**src/rtl/cic_rate_ctrl.sv**
```systemverilog
// Run-time rate controller for the four-stage CIC decimator.
// Holds the decimation factor and takes factor changes from the host over a
// valid/ready handshake. Each change flushes the filter with a reset pulse,
// and the first SETTLE_OUTPUTS decimated samples after a flush are discarded.
//
// state     | meaning
// ----------+---------------------------------------------------------------
// ST_FLUSH  | CIC held in reset for FLUSH_CYCLES clocks, host requests held off
// ST_SETTLE | CIC running, comb stages still filling, output strobes discarded
// ST_RUN    | CIC running, settled samples forwarded with a one-clock latency
module cic_rate_ctrl #(
  parameter int DATA_WIDTH     = 15,
  parameter int DEFAULT_FACTOR = 16,
  parameter int MAX_FACTOR     = 1024,
  parameter int FLUSH_CYCLES   = 4,
  parameter int SETTLE_OUTPUTS = 2
) (
  input  logic                  clk,
  input  logic                  reset,
  input  logic                  in_valid,
  input  logic                  req_valid,
  input  logic [15:0]           req_factor,
  output logic                  req_ready,
  output logic                  cfg_ack,
  output logic                  cfg_err,
  output logic                  busy,
  output logic [15:0]           cic_factor,
  output logic                  cic_ce,
  output logic                  cic_rst,
  input  logic                  cic_ce_out,
  input  logic [DATA_WIDTH-1:0] cic_data,
  output logic                  out_valid,
  output logic [DATA_WIDTH-1:0] out_data
);

  // Counter widths leave one spare bit so the terminal compare never aliases.
  localparam int FCW = $clog2(FLUSH_CYCLES) + 1;
  localparam int SCW = $clog2(SETTLE_OUTPUTS) + 1;

  localparam logic [FCW-1:0] FLUSH_LAST  = FCW'(FLUSH_CYCLES - 1);
  localparam logic [SCW-1:0] SETTLE_LAST = SCW'(SETTLE_OUTPUTS - 1);
  localparam logic [15:0]    FACTOR_MIN  = 16'd2;
  localparam logic [15:0]    FACTOR_MAX  = 16'(MAX_FACTOR);
  localparam logic [15:0]    FACTOR_RST  = 16'(DEFAULT_FACTOR);

  typedef enum logic [1:0] {
    ST_FLUSH  = 2'd0,
    ST_SETTLE = 2'd1,
    ST_RUN    = 2'd2
  } state_t;

  state_t                  state_q,      state_d;
  logic [15:0]             factor_q,     factor_d;
  logic [FCW-1:0]          flush_cnt_q,  flush_cnt_d;
  logic [SCW-1:0]          settle_cnt_q, settle_cnt_d;
  logic                    ack_q,        ack_d;
  logic                    err_q,        err_d;
  logic                    ovalid_q,     ovalid_d;
  logic [DATA_WIDTH-1:0]   odata_q,      odata_d;

  logic                    req_take;
  logic                    factor_legal;
  logic                    reconfig;

  // Handshake decode: a transfer happens whenever the host is not held off.
  always_comb begin
    req_take     = req_valid && (state_q != ST_FLUSH);
    factor_legal = (req_factor >= FACTOR_MIN) && (req_factor <= FACTOR_MAX);
    reconfig     = req_take && factor_legal && (req_factor != factor_q);
  end

  // Next-state logic; an accepted reconfiguration outranks a same-cycle strobe.
  always_comb begin
    state_d      = state_q;
    factor_d     = factor_q;
    flush_cnt_d  = flush_cnt_q;
    settle_cnt_d = settle_cnt_q;
    ack_d        = 1'b0;
    err_d        = 1'b0;
    ovalid_d     = 1'b0;
    odata_d      = odata_q;

    if (req_take) begin
      if (factor_legal) begin
        ack_d = 1'b1;
      end else begin
        err_d = 1'b1;
      end
    end

    unique case (state_q)
      ST_FLUSH: begin
        if (flush_cnt_q == FLUSH_LAST) begin
          state_d      = ST_SETTLE;
          flush_cnt_d  = '0;
          settle_cnt_d = '0;
        end else begin
          flush_cnt_d = flush_cnt_q + 1'b1;
        end
      end

      ST_SETTLE: begin
        if (reconfig) begin
          state_d      = ST_FLUSH;
          factor_d     = req_factor;
          flush_cnt_d  = '0;
          settle_cnt_d = '0;
        end else if (cic_ce_out) begin
          if (settle_cnt_q == SETTLE_LAST) begin
            state_d      = ST_RUN;
            settle_cnt_d = '0;
          end else begin
            settle_cnt_d = settle_cnt_q + 1'b1;
          end
        end
      end

      ST_RUN: begin
        if (reconfig) begin
          state_d      = ST_FLUSH;
          factor_d     = req_factor;
          flush_cnt_d  = '0;
          settle_cnt_d = '0;
        end else if (cic_ce_out) begin
          ovalid_d = 1'b1;
          odata_d  = cic_data;
        end
      end

      default: begin
        state_d      = ST_FLUSH;
        flush_cnt_d  = '0;
        settle_cnt_d = '0;
      end
    endcase
  end

  // State and pulse registers with synchronous active-low reset.
  always_ff @(posedge clk) begin
    if (!reset) begin
      state_q      <= ST_FLUSH;
      factor_q     <= FACTOR_RST;
      flush_cnt_q  <= '0;
      settle_cnt_q <= '0;
      ack_q        <= 1'b0;
      err_q        <= 1'b0;
      ovalid_q     <= 1'b0;
      odata_q      <= '0;
    end else begin
      state_q      <= state_d;
      factor_q     <= factor_d;
      flush_cnt_q  <= flush_cnt_d;
      settle_cnt_q <= settle_cnt_d;
      ack_q        <= ack_d;
      err_q        <= err_d;
      ovalid_q     <= ovalid_d;
      odata_q      <= odata_d;
    end
  end

  // Filter control decoded straight from state so the CIC sees no extra lag.
  always_comb begin
    req_ready  = (state_q != ST_FLUSH);
    busy       = (state_q != ST_RUN);
    cic_rst    = (state_q == ST_FLUSH);
    cic_ce     = (state_q != ST_FLUSH) && in_valid;
    cic_factor = factor_q;
    cfg_ack    = ack_q;
    cfg_err    = err_q;
    out_valid  = ovalid_q;
    out_data   = odata_q;
  end

endmodule

```
**config.mk**
```make
export PLATFORM = sky130hd
export DESIGN_NAME = cic_rate_ctrl
export DESIGN_NICKNAME = d
export VERILOG_FILES = /design/src/rtl/cic_rate_ctrl.sv
export SDC_FILE = /design/constraint.sdc
export NUM_CORES = 1
export LEC_CHECK = 0
export CORE_UTILIZATION = 47
export CTS_CLUSTER_SIZE = 40
export DETAILED_ROUTE_END_ITERATION = 6
export PLACE_DENSITY = 0.93
export SKIP_CTS_REPAIR_TIMING = 1
export SLEW_MARGIN = 10
export SYNTH_ARGS = -nofsm -noshare
export SYNTH_HDL_FRONTEND = slang
export SYNTH_SLANG_ARGS = --single-unit
```
**constraint.sdc**
```tcl
create_clock -name clk -period 4.3 [get_ports clk]
set_input_delay 0.86 -clock clk [delete_from_list [all_inputs] [get_ports clk]]
set_output_delay 0.86 -clock clk [all_outputs]
set_load 0.005 [all_outputs]
```
==> results of run 1 <==
-- worst reg2reg max path, cell delays in order (launching register included) --
cell and delay [ns]:
dfxtp_1 0.37, xnor2_1 0.25, nand4_1 0.17, nor4_1 0.72
o211a_1 0.27, buf_4 0.28, mux2i_1 0.23
-- state kept, by name, summed over array words and instances (netlist names) --
signal,flops
flush_cnt_q,3
cic_factor,16
cfg_err,1
state_q,2
out_valid,1
settle_cnt_q,2
cfg_ack,1
out_data,15
-- routing by layer --
layer,GRT usage (%),up-vias
li1,-,865
met1,27.4,761
met2,35.6,59
met3,7.19,9
met4,7.18,0
met5,0,-
-- layout by cell type, fill, tap and decap left out, types with 2 or more instances in the layout --
| cell | n |
|---|---|
| a211oi_1 | 2 |
| a21oi_1 | 3 |
| buf_4 | 3 |
| clkbuf_8 | 5 |
| clkdlybuf4s50_1 | 72 |
| dfxtp_1 | 41 |
| ha_1 | 4 |
| inv_1 | 7 |
| mux2i_1 | 30 |
| nand2_1 | 56 |
| nand2b_1 | 4 |
| nand3_1 | 2 |
| nand4_1 | 4 |
| nor2_1 | 5 |
| nor2b_1 | 2 |
| nor3b_1 | 5 |
| nor4_1 | 4 |
| o21ai_0 | 2 |
| or3_1 | 2 |
| xnor2_1 | 16 |
-- where the power goes --
| part | switching, mW | total, mW | internal [mW] |
|---|---|---|---|
| sequential | 0.00627 | 0.397 | 0.390 |
| clock | 0.127 | 0.296 | 0.169 |
| combinational | 0.0677 | 0.143 | 0.0756 |
-- stage by stage --
stage	utilization, %	area (sq um)	total power, mW
final	70.1	2810	0.836
after global routing	70.1	2810	0.877
after CTS	70.1	2810	0.839
after detailed placement	67.5	2700	0.549
after global placement	67.5	2700	0.542
after floorplan	-	1970	0.483
-- kinds of logic (layout without fill, tap and decap cells) --
logic type | Yosys count | count (layout) | share of synthesized area (%)
AOI/OAI and AO/OA | 14 | 14 | 5.02
muxes | 30 | 30 | 15.2
buffers and inverters | 20 | 90 | 5.59
and+or+nand+nor | 92 | 92 | 22.8
DFF | 41 | 41 | 41.7
xor gates and xnor gates | 16 | 16 | 7.12
adders and majority gates | 4 | 4 | 2.54
-- worst max path at each step --
stage / to / slack (ns) / startpoint
6_report: out_data[7] / 1.11 / req_factor[4]
3_3_place_gp: out_data[2] / 0.91 / req_factor[4]
5_1_grt: out_data[13] / 1.01 / req_factor[4]
4_1_cts: out_data[8] / 1.12 / req_factor[4]
2_1_floorplan: out_data[10] / 1.53 / req_factor[4]
3_5_place_dp: out_data[8] / 0.81 / req_factor[4]
-- layout make-up --
cell class	count	area [sq um]	area share, %
clock buffer	5	68.8	2.45
inverter	7	26.3	0.937
multi-input combinational	156	1040	37.2
timing repair buffer	76	748	26.7
sequential	41	821	29.3
tap	50	62.6	2.23
clock inverter	2	35.0	1.25
==> metrics.txt, run 1 <==
number of global-route vias before repair=1614; CP peak stage delay=0.57 ns; core area=4000 sq um; number of synthesized flops with an enable pin=0; DP Cell Count=330; largest net degree at the start of global routing=59; cell accounting for the most synthesized area=dfxtp_1; Filler Cell Count=311; met1 WL=2070 um; WL met2=2070 um; Netlist cell types=35; worst hold slack=0.435 ns; cell with the most instances after synthesis=nand2_1; final worst-path setup slack=1.11 ns; Mean Syn Cell Area=9.08 sq um; GRT overflow=0; area of the mapped netlist=1970 sq um; crit share post-route=74.2%; drt pass-1 iters=4; ys async rst share=0%; Routed WL=4500 um; initial antenna violation count=0; number of synthesis warnings=0; H-tree levels=2; clk buf depth=2; RePlAce Congestion=0.784; Die Y=66.7 um; RR Endpoint=out_data[7]; Min Clock Period, post-route=3.19 ns; Detail Placement HPWL=3320 um; # rows=23; count of state elements after synthesis=41; DRT iter0 DRCs=100; Worst path depth=7; worst reg-to-reg setup slack=1.95 ns; syn_nets=257; first-pass GRT wire length=7390 um; Worst Hold Endpoint=flush_cnt_q[2]; Buf/Inv on CP=2; cell breakdown of the critical path=clkdlybuf4s50_1 -> or4_4 -> nor4_4 -> mux2i_1 -> o211a_1 -> buf_4 -> mux2i_1; Primary FF master, synth=dfxtp_1; worst-margin pin slew=0.843 ns; Max-slew headroom=43.3%; skew final=0.00337 ns; Setup WS pre-CTS=0.812 ns; Root Driver=clkbuf_8; CTS tree=built; Slowest-stage cell, CP=or4_4; die area=4450 sq um; R2R cell count=6; met3 wire length=281 um; clock buffer count from CTS=5; Wirelength per Cell=13.3 um; vias per std cell=5.03; Initial Utilization=49.2%; largest fanout on the critical path=16; Worst Setup Start Kind=input pin; later-pin clock latency in the skew report=0.29 ns; final non-filler cell total=337; diode count=0; VDD IR-drop max=179 uV; max cap viols=0; DR DRC count=0; setup TNS=0 ns; DRT antenna net count=0; Lkg Pwr=0.989 nW; top sig layer=met4; cell mode on critical path=mux2i_1; share of cells above drive strength 1=4.88%; Via Count=1694; largest cells by area after synthesis=dfxtp_1 (42%), mux2i_1 (15%), nand2_1 (11%), xnor2_1 (7.1%), ha_1 (2.5%); sequential share of the synthesized area=41.7%; Setup crit end kind=flip-flop; final setup vio count=0; Slew Viols, Final=0; Layout area overhead=42.4%; CP required=4.52 ns; worst r2r src=cic_factor[8]; CP Data Arrival Time=3.41 ns; top cell family by delay on the critical path=simple AND/OR/NAND/NOR gates; # IOs=74; PortBufs=73; Die X=66.7 um; WHS Path Cells=2; share of the synthesized area in the top cell type=41.7%; Hold/Removal Path Class=reg2reg; top post-synthesis cells by count=nand2_1 (56), dfxtp_1 (41), mux2i_1 (30); P per Cell Area=298 nW/um^2; Crit Path Class=in2reg; FMAX=0.314 GHz; Worst Hold Launch=flush_cnt_q[2]; gr usage total=22.1%; clock slew at reported path FFs=0.08 ns; status=finished clean; clk sink count=41; Gate Count Post-Synth=217; RSZ-0062 raised after global routing=no; Layout Nets=327; Hold Vio Cnt, Final=0
Power figures use the tool's default switching activity.
==> inputs of run 2 (changes only) <==
--- a/config.mk
+++ b/config.mk
@@ -5,10 +5,10 @@
 export SDC_FILE = /design/constraint.sdc
 export NUM_CORES = 1
 export LEC_CHECK = 0
-export CORE_UTILIZATION = 47
+export CORE_UTILIZATION = 40
 export CTS_CLUSTER_SIZE = 40
 export DETAILED_ROUTE_END_ITERATION = 6
-export PLACE_DENSITY = 0.93
+export PLACE_DENSITY = 0.86
 export SKIP_CTS_REPAIR_TIMING = 1
 export SLEW_MARGIN = 10
 export SYNTH_ARGS = -nofsm -noshare
==> constraint.sdc (replaced) <==
create_clock -name clk -period 2.8 [get_ports clk]
set_input_delay 0.56 -clock clk [delete_from_list [all_inputs] [get_ports clk]]
set_output_delay 0.56 -clock clk [all_outputs]
set_load 0.005 [all_outputs]
==> metrics.txt, run 2 (synthesized netlist as in run 1, its figures left out) <==
top cell family by delay on the critical path=simple AND/OR/NAND/NOR gates; PortBufs=73; vias per std cell=4.81; Routed WL=4480 um; later-pin clock latency in the skew report=0.28 ns; Root Driver=clkbuf_8; skew final=0.00640 ns; FMAX=0.379 GHz; most common cell after layout, fill and taps aside=clkdlybuf4s50_1; Wirelength per Cell=12.2 um; Initial Utilization=41.7%; RSZ-0062 raised after global routing=no; Max-slew headroom=64.3%; CTS tree=built; GRT overflow=0; Die Y=72.2 um; max reg flops=16; clock slew at reported path FFs=0.08 ns; CP required=3.01 ns; CP peak stage delay=0.56 ns; Die X=72.2 um; die area=5210 sq um; Layout area overhead=47.1%; DR DRC count=0; final worst-path setup slack=0.158 ns; # IOs=74; core area=4720 sq um; crit share post-route=94.3%; status=finished clean; worst-margin pin slew=0.536 ns; worst reg-to-reg setup slack=0.70 ns; Detail Placement HPWL=3340 um; Slew Viols, Final=0; H-tree levels=2; setup TNS=0 ns; drt pass-1 iters=4; clk sink count=41; CP Data Arrival Time=2.85 ns; max cap viols=0; Layout Nets=338; Worst Setup Start Kind=input pin; RePlAce Congestion=0.835; VDD IR-drop max=256 uV; Hold Vio Cnt, Final=0; Setup crit end kind=flip-flop; first-pass GRT wire length=7330 um; P per Cell Area=414 nW/um^2; Via Count=1761; final non-filler cell total=366; fin util=61.4%; Hold/Removal Path Class=reg2reg; clk buf depth=2; DP Cell Count=358; Min Clock Period, post-route=2.64 ns; cell mode on critical path=mux2i_1; largest fanout on the critical path=16; Buf/Inv on CP=2; initial antenna violation count=0; cell breakdown of the critical path=clkdlybuf4s50_1 -> or4_4 -> nor4_4 -> mux2i_1 -> o211a_1 -> buf_12 -> mux2i_1; number of global-route vias before repair=1656; DRT antenna net count=0; most frequent cells in the layout=clkdlybuf4s50_1 (72), nand2_1 (56), dfxtp_1 (41); Crit Path Class=in2reg; clock buffer count from CTS=5; # rows=25; diode count=0; Setup WS pre-CTS=-0.150 ns; final setup vio count=0; DRT iter0 DRCs=85; Lkg Pwr=1.03 nW; share of cells above drive strength 1=7.69%; largest net degree at the start of global routing=58; total power=1.20 mW; Slowest-stage cell, CP=or4_4; gr usage total=18.1%
[run 2: changes by cell type in the layout (fill, tap and decap cells not counted), sizes merged]
cell,change
bufinv,-1
clkinv,-1
buf,+11
clkbuf,+3
[run 2: layout make-up]
| class | instances | area [sq um] |
|---|---|---|
| Timing Repair Buffer | 87 | 843 |
| Fill cell | 406 | 1830 |
| Inverter | 7 | 26.3 |
| Clock buffer | 8 | 80.1 |
| Sequential cell | 41 | 821 |
| Multi-Input combinational cell | 156 | 1040 |
| Tap cell | 67 | 83.8 |
[run 2: final timing paths]
check | start | end | depth (start not counted)
min | settle_cnt_q[1] | settle_cnt_q[1] | 2
min reg2reg | settle_cnt_q[1] | settle_cnt_q[1] | 2
max | req_factor[5] | out_data[6] | 7
max reg2reg | state_q[0] | flush_cnt_q[0] | 9
[run 2: per-layer routing]
metal / global-route usage [%] / wire length [um]
met1: 21.5 / 1960
met2: 29.2 / 2080
met3: 7.08 / 349
met4: 7.41 / 86
met5: 0 / 0
[run 2: where the power goes]
group / leakage (nW) / switching [mW] / total (mW) / internal [mW]
registers: 0.331 / 0.0100 / 0.610 / 0.600
logic: 0.660 / 0.105 / 0.229 / 0.124
clock network: 0.0395 / 0.185 / 0.362 / 0.177
[run 2: worst register-to-register path, delay by kind of cell, from the launching register on]
family	cells	cell delay [ns]
AND/OR/NAND/NOR	2	0.45
buffers and inverters	3	0.43
flip-flops	1	0.34
AO/OA/AOI/OAI	1	0.14
multiplexers	2	0.39
adder cells (fa/ha/maj)	1	0.29
[run 2: per-stage QoR]
step / area, sq um / hold slack (ns)
after floorplan: 1970 / 0.407
after global placement: 2820 / 0.416
after detailed placement: 2820 / 0.421
after CTS: 2900 / 0.431
after global routing: 2900 / 0.459
final: 2900 / 0.428
